`src/rtl/rv32_writeback_if.sv`:
```
// Writeback stage bus: issue handshake, load-data return, register-file write port and forwarding.
// The master side is the pipeline/memory driving the stage; the slave side is rv32_writeback.
interface rv32_writeback_if;
    logic        in_valid;
    logic        in_ready;
    logic [4:0]  in_rd;
    logic        in_is_load;
    logic [2:0]  in_funct3;
    logic [1:0]  in_addr_lo;
    logic [31:0] in_result;
    logic        mem_rvalid;
    logic [31:0] mem_rdata;
    logic [4:0]  rf_write_add;
    logic [31:0] rf_write_data;
    logic        fwd_valid;
    logic [31:0] retire_count;

    modport master (
        output in_valid, in_rd, in_is_load, in_funct3, in_addr_lo, in_result,
               mem_rvalid, mem_rdata,
        input  in_ready, rf_write_add, rf_write_data, fwd_valid, retire_count
    );

    modport slave (
        input  in_valid, in_rd, in_is_load, in_funct3, in_addr_lo, in_result,
               mem_rvalid, mem_rdata,
        output in_ready, rf_write_add, rf_write_data, fwd_valid, retire_count
    );
endinterface

```
`src/rtl/rv32_writeback.sv`:
```
// RV32I writeback stage: retires ALU results and aligned/extended loads onto the register-file write port.
// Optional retired-instruction counter enabled by defining WB_RETIRE_CNT_EN.
module rv32_writeback (
    input  logic             clk,
    input  logic             reset,
    rv32_writeback_if.slave  wb
);
    typedef enum logic {IDLE, LOAD_WAIT} state_t;

    state_t      state_q, state_d;
    logic [4:0]  ld_rd_q;
    logic [2:0]  ld_f3_q;
    logic [1:0]  ld_lo_q;
    logic        accept;
    logic        wr_en;
    logic [4:0]  wr_rd;
    logic [31:0] wr_data;
    logic [7:0]  byte_lane;
    logic [15:0] half_lane;
    logic [31:0] ld_ext;

    assign accept = wb.in_valid && (state_q == IDLE);

    always_ff @(posedge clk) begin
        if (reset) state_q <= IDLE;
        else       state_q <= state_d;
    end

    always_comb begin
        state_d = state_q;
        case (state_q)
            IDLE:      if (accept && wb.in_is_load) state_d = LOAD_WAIT;
            LOAD_WAIT: if (wb.mem_rvalid)           state_d = IDLE;
            default:   state_d = IDLE;
        endcase
    end

    always_comb begin
        wb.in_ready = 1'b0;
        wr_en       = 1'b0;
        wr_rd       = 5'd0;
        wr_data     = 32'd0;
        case (state_q)
            IDLE: begin
                wb.in_ready = 1'b1;
                if (accept && !wb.in_is_load) begin
                    wr_en   = 1'b1;
                    wr_rd   = wb.in_rd;
                    wr_data = wb.in_result;
                end
            end
            LOAD_WAIT: begin
                if (wb.mem_rvalid) begin
                    wr_en   = 1'b1;
                    wr_rd   = ld_rd_q;
                    wr_data = ld_ext;
                end
            end
            default: ;
        endcase
    end

    always_ff @(posedge clk) begin
        if (reset) begin
            ld_rd_q <= 5'd0;
            ld_f3_q <= 3'd0;
            ld_lo_q <= 2'd0;
        end else if (accept && wb.in_is_load) begin
            ld_rd_q <= wb.in_rd;
            ld_f3_q <= wb.in_funct3;
            ld_lo_q <= wb.in_addr_lo;
        end
    end

    // Little-endian lane select; halfword ignores addr bit 0 (misaligned halves are not split).
    always_comb begin
        case (ld_lo_q)
            2'd0:    byte_lane = wb.mem_rdata[7:0];
            2'd1:    byte_lane = wb.mem_rdata[15:8];
            2'd2:    byte_lane = wb.mem_rdata[23:16];
            default: byte_lane = wb.mem_rdata[31:24];
        endcase
        half_lane = ld_lo_q[1] ? wb.mem_rdata[31:16] : wb.mem_rdata[15:0];
        case (ld_f3_q)
            3'b000:  ld_ext = {{24{byte_lane[7]}}, byte_lane};
            3'b001:  ld_ext = {{16{half_lane[15]}}, half_lane};
            3'b100:  ld_ext = {24'd0, byte_lane};
            3'b101:  ld_ext = {16'd0, half_lane};
            default: ld_ext = wb.mem_rdata;
        endcase
    end

    // The register file writes every cycle, so x0 and idle cycles must present a zero write.
    always_ff @(posedge clk) begin
        if (reset) begin
            wb.rf_write_add  <= 5'd0;
            wb.rf_write_data <= 32'd0;
            wb.fwd_valid     <= 1'b0;
        end else if (wr_en && (wr_rd != 5'd0)) begin
            wb.rf_write_add  <= wr_rd;
            wb.rf_write_data <= wr_data;
            wb.fwd_valid     <= 1'b1;
        end else begin
            wb.rf_write_add  <= 5'd0;
            wb.rf_write_data <= 32'd0;
            wb.fwd_valid     <= 1'b0;
        end
    end

`ifdef WB_RETIRE_CNT_EN
    logic [31:0] retire_cnt_q;

    always_ff @(posedge clk) begin
        if (reset)      retire_cnt_q <= 32'd0;
        else if (wr_en) retire_cnt_q <= retire_cnt_q + 32'd1;
    end

    assign wb.retire_count = retire_cnt_q;
`else
    assign wb.retire_count = 32'd0;
`endif

endmodule

```
`src/flat_wrapper.sv`:
```
// flat-port wrapper written by rule: the top's interface ports become plain ports
module rv32_writeback_flat 
  (clk, reset, wb_in_valid, wb_in_rd, wb_in_is_load, wb_in_funct3, wb_in_addr_lo, wb_in_result, wb_mem_rvalid, wb_mem_rdata, wb_in_ready, wb_rf_write_add, wb_rf_write_data, wb_fwd_valid, wb_retire_count);
  rv32_writeback_if wb_i ();
  input  logic clk;
  input  logic reset;
  input wire logic [$bits(wb_i.in_valid)-1:0] wb_in_valid;
  input wire logic [$bits(wb_i.in_rd)-1:0] wb_in_rd;
  input wire logic [$bits(wb_i.in_is_load)-1:0] wb_in_is_load;
  input wire logic [$bits(wb_i.in_funct3)-1:0] wb_in_funct3;
  input wire logic [$bits(wb_i.in_addr_lo)-1:0] wb_in_addr_lo;
  input wire logic [$bits(wb_i.in_result)-1:0] wb_in_result;
  input wire logic [$bits(wb_i.mem_rvalid)-1:0] wb_mem_rvalid;
  input wire logic [$bits(wb_i.mem_rdata)-1:0] wb_mem_rdata;
  output wire logic [$bits(wb_i.in_ready)-1:0] wb_in_ready;
  output wire logic [$bits(wb_i.rf_write_add)-1:0] wb_rf_write_add;
  output wire logic [$bits(wb_i.rf_write_data)-1:0] wb_rf_write_data;
  output wire logic [$bits(wb_i.fwd_valid)-1:0] wb_fwd_valid;
  output wire logic [$bits(wb_i.retire_count)-1:0] wb_retire_count;
  assign wb_i.in_valid = wb_in_valid;
  assign wb_i.in_rd = wb_in_rd;
  assign wb_i.in_is_load = wb_in_is_load;
  assign wb_i.in_funct3 = wb_in_funct3;
  assign wb_i.in_addr_lo = wb_in_addr_lo;
  assign wb_i.in_result = wb_in_result;
  assign wb_i.mem_rvalid = wb_mem_rvalid;
  assign wb_i.mem_rdata = wb_mem_rdata;
  assign wb_in_ready = wb_i.in_ready;
  assign wb_rf_write_add = wb_i.rf_write_add;
  assign wb_rf_write_data = wb_i.rf_write_data;
  assign wb_fwd_valid = wb_i.fwd_valid;
  assign wb_retire_count = wb_i.retire_count;
  rv32_writeback u_core (.clk(clk), .reset(reset), .wb(wb_i));
endmodule
```
`config.mk`:
```
export PLATFORM = sky130hd
export DESIGN_NAME = rv32_writeback_flat
export DESIGN_NICKNAME = d
export VERILOG_FILES = /design/src/rtl/rv32_writeback_if.sv /design/src/rtl/rv32_writeback.sv /design/src/flat_wrapper.sv
export SDC_FILE = /design/constraint.sdc
export NUM_CORES = 1
export LEC_CHECK = 0
export BUFFER_PORTS_ARGS = -buffer_cell sky130_fd_sc_hd__buf_2
export CORE_ASPECT_RATIO = 1.1
export CORE_UTILIZATION = 47
export DETAILED_ROUTE_END_ITERATION = 10
export HOLD_SLACK_MARGIN = 0.05
export PLACE_DENSITY = 0.86
export SETUP_SLACK_MARGIN = 0.2
export SKIP_LAST_GASP = 1
export SYNTH_ARGS = -nofsm -noshare
export SYNTH_HDL_FRONTEND = slang
export SYNTH_SLANG_ARGS = --single-unit
export TNS_END_PERCENT = 20
```
`constraint.sdc`:
```
create_clock -name clk -period 2.48 [get_ports clk]
set_input_delay 0.372 -clock clk [delete_from_list [all_inputs] [get_ports clk]]
set_output_delay 0.372 -clock clk [all_outputs]
set_load 0.05 [all_outputs]
```
==> impl_metrics.tcl <==
set metrics [dict create \
    grt_overflow_total 0 \
    area_growth_pct 22.7 \
    avgSynthCellArea_um2 8.43 \
    cp_data_required_time_ns 2.63 \
    peakVddDrop_mv 0.371 \
    nNetsFinal 482 \
    path_class "reg -> reg" \
    dieArea_mm2 0.00562 \
    async_flop_share 0 \
    dieWidth_um 71.6 \
    wl_um 6600 \
    worst_pin_slew_ns 0.681 \
    worstPathArrival_ns 2.07 \
    clk_pin_slew_ns 0.09 \
    top_level_ports 150 \
    synth-seq-area-share 0.392 \
    antenna_found_initial 0 \
    worst-path-buf-inv 1 \
    grt_max_degree 34 \
    syn_inst 297 \
    start_util 0.494 \
    outcome "completed" \
    p_leak_nw 1.44 \
    synthTopCellsByCount "dfxtp_1, nand2_1, buf_4" \
    cts_buffers 5 \
    avgViaCountPerCell 5.39 \
    post-synth-top-area-cell "dfxtp_1" \
    powerDensity_mw_per_mm2 576 \
    fin_setup_tns_ns 0 \
    detail_route.wl_per_cell_um 14.3 \
    synth_top_area_frac 0.392 \
    slew-limit-headroom 0.546 \
    hold_viol 0 \
    end_kind "register" \
    htree_levels 2 \
    slowest_delay_ns 0.56 \
    track_usage 0.226 \
    crit_chain "clkinv_1 > nand3_1 > o31ai_2 > o21ai_2 > a21oi_1" \
    drc 0 \
    clockBufferDepth 2 \
    ys.flop_type "dfxtp_1" \
    hp-class "in -> reg" \
    synth_cell_types 37 \
    cts.sink_count 49 \
    yosysMostFrequentCell "dfxtp_1" \
    grt_pass1_vias 2157 \
    cts_setup_buffers 0 \
    drtPass1Iterations 4 \
    globalplace.congestion 0.937 \
    worst_clock_skew_ns 0.00768 \
    setup_viol 0 \
    rows 27 \
    port_buffers 117 \
    num_vias 2491 \
    ys_seq_elements 49 \
    syn_area_mm2 0.00250 \
    rsz0062_at_grt "no" \
    synth_edf_count 0 \
    synthTopCellsByArea "dfxtp_1, buf_4, a22oi_1" \
    cts_tree "done" \
    critPathLaunchType "register" \
    fin_crit_sh 0.776 \
    coreArea_mm2 0.00507 \
    final_antenna_net_count 0 \
    grt_pass1_wl_um 9940 \
    final_core_util 0.606 \
    period_minus_slack_ns 1.93 \
    ys_warn_count 0 \
    cts-root-buf "clkbuf_8" \
    critical_path.max_fanout 16 \
    drtIter0Drc 179 \
    cp_top_family "compound AO/OA/AOI/OAI gates" \
    postCtsHoldBufs 0 \
    fmax_mhz 519 \
    hpwl_um 5040 \
    drive_gt1_frac 0.347 \
    slew_violations 0 \
    fill_cells 484 \
    maxCapViolCount 0 \
    clock_latency_ns 0.30 \
    critPathSlowestCell "o21ai_2" \
    cts-resized-gates 0 \
    diodes 0 \
    fp.dieH_um 78.5 \
]
-- flip-flops by register name, indices dropped and copies added, names as in the netlist --
name and count:
u_core.ld_f3_q 3, u_core.ld_lo_q 2, u_core.ld_rd_q 5, u_core.state_q 1
u_core.wb.fwd_valid 1, u_core.wb.rf_write_add 5, u_core.wb.rf_write_data 32
-- area by class of cell --
type | count | area (um2) | share of cell area
Timing Repair Buffer | 121 | 616 | 0.200
Sequential cell | 49 | 981 | 0.319
Multi-Input combinational cell | 222 | 1270 | 0.412
Clock buffer | 6 | 82.6 | 0.0269
Clock inverter | 2 | 37.5 | 0.0122
Tap cell | 58 | 72.6 | 0.0236
Inverter | 4 | 15.0 | 0.00489
-- placed cells by master, fill, tap and decap left out, types with 11 or more instances in the layout --
cell / synthesis / routed
a21oi_1: 23 / 23
a22oi_1: 23 / 23
a31oi_1: 15 / 15
buf_2: 6 / 117
conb_1: 1 / 32
dfxtp_1: 49 / 49
mux2i_1: 12 / 12
nand2_1: 45 / 45
nor2_1: 18 / 18
nor3_1: 11 / 11
-- worst register-to-register path, cell delays in order, from the launching register on --
cell and delay [ns]:
dfxtp_1 0.45, clkinv_1 0.29, nand3_1 0.19, o31ai_2 0.12, o21ai_2 0.56, a21oi_1 0.17
-- stage by stage --
stage          hold slack, ns  setup WS (ns)  total power (W)  cell area, um2  cells
2_1_floorplan           0.441          0.937          0.00113            2620    328
6_report                0.308          0.555          0.00177            3070    462
3_5_place_dp            0.480          0.607          0.00120            2950    454
3_3_place_gp            0.470          0.692          0.00119            2950    454
5_1_grt                 0.307          0.420          0.00184            3070    462
4_1_cts                 0.300          0.608          0.00178            3070    462
-- kinds of logic (layout without fill, tap and decap cells) --
logic type,Yosys count,in the layout,synth area share
flops,49,49,0.392
compound gates,90,90,0.253
buf+inv,57,133,0.148
mux,13,13,0.0525
simple gates,87,87,0.153
other cells,1,32,0.00150
-- final timing paths --
kind	from	to	slack, ns	cells after the start
max	u_core.ld_f3_q[0]	u_core.wb.rf_write_data[29]	0.55	5
min	wb_in_result[3]	u_core.wb.rf_write_data[3]	0.31	3
max reg2reg	u_core.ld_f3_q[0]	u_core.wb.rf_write_data[29]	0.55	5
min reg2reg	u_core.ld_rd_q[1]	u_core.ld_rd_q[1]	0.49	2
-- metal layers --
layer,wire [um],vias to the layer above,GRT usage
met5,0,-,0
met4,165,0,0.0941
met3,494,17,0.0488
met1,2550,1121,0.259
li1,-,1209,-
met2,3390,144,0.404
-- where the power goes --
group          internal, W  switching (W)  total (W)
Combinational     0.000107       0.000265   0.000372
Sequential        0.000802     0.00000954   0.000811
Clock             0.000328       0.000256   0.000584
(Power assumes the default switching activity.)
